<file path="src/rtl/sdram_slot_arbiter.sv">
// sdram_slot_arbiter
// Shares one byte-wide SDRAM controller port between three requesters.
// Each clkref slot carries at most one access. Grants are round-robin, and
// an idle slot is forced after REFRESH_SLOTS consecutive accesses so the
// controller can issue AUTO_REFRESH (it refreshes when mem_oe = mem_we = 0).
//
// Ports:
//   clk, reset      system clock, synchronous active-high reset
//   clkref          slot reference shared with the controller
//   req/we/addr/din packed per-requester request, direction, address, data
//   ack             one-cycle pulse: request captured, inputs may change
//   done            one-cycle pulse: access complete (rdata valid for reads)
//   rdata           data of the last completed read
//   mem_*           controller port, registered and stable for a whole slot
module sdram_slot_arbiter #(
  parameter int unsigned ADDR_W        = 25,
  parameter int unsigned REFRESH_SLOTS = 16
) (
  input  logic                  clk,
  input  logic                  reset,
  input  logic                  clkref,
  input  logic [2:0]            req,
  input  logic [2:0]            we,
  input  logic [3*ADDR_W-1:0]   addr,
  input  logic [23:0]           din,
  output logic [2:0]            ack,
  output logic [2:0]            done,
  output logic [7:0]            rdata,
  output logic [ADDR_W-1:0]     mem_addr,
  output logic                  mem_we,
  output logic                  mem_oe,
  output logic [7:0]            mem_din,
  input  logic [7:0]            mem_dout
);

  localparam logic [7:0] REFRESH_LIMIT = 8'(REFRESH_SLOTS);

  logic              clkref_q;
  logic              boundary;
  logic              owner_valid;
  logic [1:0]        owner;
  logic [1:0]        last_grant;
  logic [7:0]        busy_cnt;

  logic              grant_valid;
  logic [1:0]        grant_idx;
  logic [1:0]        cand;
  logic [ADDR_W-1:0] sel_addr;
  logic [7:0]        sel_din;
  logic              sel_we;

  assign boundary = clkref & ~clkref_q;

  // Round-robin scan: last_grant+1, +2, +3 (mod 3); first requester found wins.
  always_comb begin
    grant_valid = 1'b0;
    grant_idx   = '0;
    cand        = last_grant;
    for (int unsigned k = 0; k < 3; k++) begin
      cand = (cand == 2'd2) ? 2'd0 : cand + 2'd1;
      if (!grant_valid && req[cand]) begin
        grant_valid = 1'b1;
        grant_idx   = cand;
      end
    end
  end

  always_comb begin
    sel_addr = addr[0 +: ADDR_W];
    sel_din  = din[7:0];
    sel_we   = we[0];
    case (grant_idx)
      2'd1: begin
        sel_addr = addr[ADDR_W +: ADDR_W];
        sel_din  = din[15:8];
        sel_we   = we[1];
      end
      2'd2: begin
        sel_addr = addr[2*ADDR_W +: ADDR_W];
        sel_din  = din[23:16];
        sel_we   = we[2];
      end
      default: ;
    endcase
  end

  always_ff @(posedge clk) begin
    if (reset) begin
      clkref_q    <= 1'b0;
      ack         <= '0;
      done        <= '0;
      rdata       <= '0;
      mem_addr    <= '0;
      mem_we      <= 1'b0;
      mem_oe      <= 1'b0;
      mem_din     <= '0;
      owner_valid <= 1'b0;
      owner       <= '0;
      last_grant  <= 2'd2;
      busy_cnt    <= '0;
    end else begin
      clkref_q <= clkref;
      ack      <= '0;
      done     <= '0;
      if (boundary) begin
        // Completion of the slot just ending; mem_oe still describes it.
        if (owner_valid) begin
          done <= 3'b001 << owner;
          if (mem_oe) rdata <= mem_dout;
        end
        if (busy_cnt == REFRESH_LIMIT || !grant_valid) begin
          // Idle slot: either forced for refresh or nothing requested.
          mem_oe      <= 1'b0;
          mem_we      <= 1'b0;
          owner_valid <= 1'b0;
          busy_cnt    <= '0;
        end else begin
          mem_addr    <= sel_addr;
          mem_din     <= sel_din;
          mem_we      <= sel_we;
          mem_oe      <= ~sel_we;
          ack         <= 3'b001 << grant_idx;
          owner       <= grant_idx;
          last_grant  <= grant_idx;
          owner_valid <= 1'b1;
          busy_cnt    <= busy_cnt + 8'd1;
        end
      end
    end
  end

endmodule

</file>
<file path="config.mk">
export PLATFORM = sky130hd
export DESIGN_NAME = sdram_slot_arbiter
export DESIGN_NICKNAME = d
export VERILOG_FILES = /design/src/rtl/sdram_slot_arbiter.sv
export SDC_FILE = /design/constraint.sdc
export NUM_CORES = 1
export LEC_CHECK = 0
export ABC_AREA = 0
export ABC_CLOCK_PERIOD_IN_PS = 2500
export BUFFER_PORTS_ARGS = -buffer_cell sky130_fd_sc_hd__buf_4
export CORE_MARGIN = 8
export CORE_UTILIZATION = 27
export CTS_BUF_LIST = sky130_fd_sc_hd__clkbuf_4 sky130_fd_sc_hd__clkbuf_8 sky130_fd_sc_hd__clkbuf_16
export CTS_CLUSTER_SIZE = 12
export DETAILED_ROUTE_END_ITERATION = 7
export PLACE_DENSITY_LB_ADDON = 0.05
export SLEW_MARGIN = 30
export SYNTH_ARGS = -nofsm -noshare
export SYNTH_HDL_FRONTEND = slang
export SYNTH_SLANG_ARGS = --single-unit
</file>
<file path="constraint.sdc">
create_clock -name clk -period 2.5 [get_ports clk]
set_input_delay 0.125 -clock clk [delete_from_list [all_inputs] [get_ports clk]]
set_output_delay 0.125 -clock clk [all_outputs]
set_load 0.01 [all_outputs]
</file>
==> impl_metrics.py <==
metrics = {
    "run_status": {
        "status": "complete, no violations",
    },
    "worst_setup_path": {
        "worstSetupEndpoint": "mem_addr[18]",
        "reg2reg_to": "mem_addr[18]",
        "worstSetupPathType": "register to register",
        "end_kind": "register",
        "r2r_cells": 9,
        "cp.required_ns": 2.76,
        "crit_path_start": "last_grant[1]",
        "rrSetupSlack_ns": 0.35,
        "cp.arrival_ns": 2.41,
        "crit_fanout": 20,
        "startpoint_type": "register",
        "timing.rr.start": "last_grant[1]",
    },
    "synthesis": {
        "ys_seq_area_frac": 0.4196,
        "synth.area.top_cells": "dfxtp_1, nand2_1, a22oi_1",
        "syn_inst": 404,
        "synth-seq-cells": 62,
        "yosysUniqueCellTypes": 31,
        "ys.warnings.count": 0,
        "synth_top_cell_by_area": "dfxtp_1",
        "syn_avg_cell_area_sq_um": 7.321,
        "synth.top_cell.area_share": 0.4196,
        "netlist_area_sq_um": 2958,
        "synthesis.nets": 524,
    },
    "placement": {
        "place_hpwl_um": 7737,
        "gp_congestion": 0.7247,
        "port_buffers": 164,
        "dp_slack_ns": 0.2633,
    },
    "die": {
        "initial_core_util": 0.2753,
        "die_w_um": 120.7,
        "core_area_sq_um": 10750,
        "fp-row-count": 38,
        "pin_count": 165,
        "die-area_sq_um": 14560,
        "die_y_um": 120.7,
    },
    "clock_tree": {
        "postCtsSetupBuffers": 0,
        "clkSlewWorstSetupHoldPaths_ns": 0.08,
        "cts_tree": "done",
        "ctsHtreeMaxLevel": 3,
        "numCtsBuffers": 9,
        "clock_latency_ns": 0.34,
        "cts_root_buffer": "clkbuf_8",
        "clock-sinks": 62,
        "cts.path.max_buffers": 2,
    },
    "power_and_ir_drop": {
        "ir_worst_vdd_v": 0.0002081,
        "leakage_nw": 1.921,
        "total_power_mw": 2.390,
        "power.density_nw_per_um2": 531.4,
    },
    "route": {
        "drt-total-wl_um": 10480,
        "top_layer_used": "met4",
        "drc": 0,
        "vias_per_cell": 4.710,
        "wl_met2_um": 5230,
        "first_iter_violations": 132,
        "first_pass_iters": 4,
        "postRouteAntennaNets": 0,
        "wl_per_cell_um": 14.95,
        "wl_met1_um": 4399,
        "via_count": 3302,
        "wl_met3_um": 766,
    },
    "finish": {
        "layout_common_cells": "buf_4, nand2_1, dfxtp_1",
        "layout_commonest_cell": "buf_4",
        "drive_gt1_frac": 0.3440,
        "nets": 676,
        "areaGrowthSynthToFinish_pct": 52.07,
        "diodes": 0,
    },
    "timing": {
        "drv_slew": 0,
        "worstMarginPinSlew_ns": 0.6587,
        "relSlewSlack": 0.5609,
        "fmax_mhz": 464.4,
        "final.min_clock_period_ns": 2.153,
        "rsz0062_at_grt": "false",
        "setup_tns_ns": 0,
        "setup_slack_ns": 0.3468,
        "holdWs_ns": 0.02527,
        "setup-violations-final": 0,
        "hold_viol_final": 0,
        "period_share": 0.8613,
        "fin_skew_ns": 0.01690,
    },
    "grt": {
        "grt_pass1_wl_um": 17040,
        "grt_overflow_total": 0,
        "antenna_found_initial": 0,
        "grt_pass1_vias": 3409,
        "grt_usage": 0.1441,
        "grt_start_max_net_pins": 67,
    },
    "worst_hold_path": {
        "min-delay-path-class": "input pin to register",
    },
    "job": {
        "cap_violations": 0,
    },
}
-- worst max-delay path, cell delays in order (launching register included) --
cell	delay [ns]
dfxtp_1	0.33
inv_1	0.06
a21oi_1	0.06
o21ai_0	0.46
ha_4	0.34
buf_4	0.28
a22oi_1	0.12
o21ai_0	0.20
nand2_1	0.08
a21oi_1	0.14
-- sequential cells by signal, summed over array words and instances (netlist names) --
register and count:
mem_din 8, clkref_q 1, busy_cnt 8, mem_addr 25, mem_we 1, done 3, owner 2, mem_oe 1
last_grant 1, rdata 8, ack 3, owner_valid 1
-- synth_stat cells, drive strengths merged --
library cell and count:
a211o 1, a211oi 1, a21oi 49, a22oi 36
a2bb2oi 1, a31oi 5, and2 1, and3 2
and4 1, buf 8, clkbuf 24, dfxtp 62
ha 4, inv 6, nand2 128, nand2b 1
nand3 8, nand3b 3, nor2 8, nor2b 2
nor3 5, nor3b 1, nor4 2, nor4bb 1
o211ai 2, o21ai 37, or2 1, or3 4
-- metrics by stage --
step	cells	instance area (sq um)	util
5_1_grt	701	4498	0.4186
3_3_place_gp	684	4305	0.4007
3_5_place_dp	684	4305	0.4007
6_report	701	4498	0.4186
2_1_floorplan	404	2958	-
4_1_cts	700	4478	0.4167
-- worst min path at each step --
stage                      from       end  slack, ns  cells past startpoint
floorplan                 reset  clkref_q       0.21                      1
detailed placement  mem_dout[5]  rdata[5]       0.38                      3
global route        mem_dout[2]  rdata[2]       0.01                      3
global placement    mem_dout[4]  rdata[4]       0.37                      3
finish              mem_dout[4]  rdata[4]       0.03                      3
CTS                 mem_dout[5]  rdata[5]      0.005                      3
-- layout make-up --
| cell class | count | area, sq um |
|---|---|---|
| clock buffer | 9 | 123.9 |
| clock inverter | 7 | 48.80 |
| fill | 1160 | 6247 |
| inverter | 6 | 22.52 |
| multi-input combinational | 304 | 1573 |
| sequential | 62 | 1241 |
| tap | 140 | 175.2 |
| timing repair buffer | 173 | 1314 |
-- where the power goes --
part	internal [mW]	switching (mW)
logic	0.274	0.271
registers	1.04	0.0277
clock network	0.358	0.423
-- what timing repair did --
item                       CTS  global route
setup endpoints to repair    0            13
hold endpoints to repair     0             1
hold buffers                 0             1
resized for setup            0             1
-- routing by layer --
| layer | vias to the layer above | global-route usage |
|---|---|---|
| met1 | 1497 | 0.1649 |
| met5 | - | 0 |
| li1 | 1697 | - |
| met4 | 0 | 0.03981 |
| met3 | 8 | 0.05641 |
| met2 | 100 | 0.2445 |
-- kinds of logic after synthesis --
group	synth area share
and+or+nand+nor	0.2453
AOI/OAI and AO/OA	0.2652
DFF	0.4196
buffers and inverters	0.05288
adders and majority gates	0.01692
No activity file was read; power rests on OpenSTA's default activity.
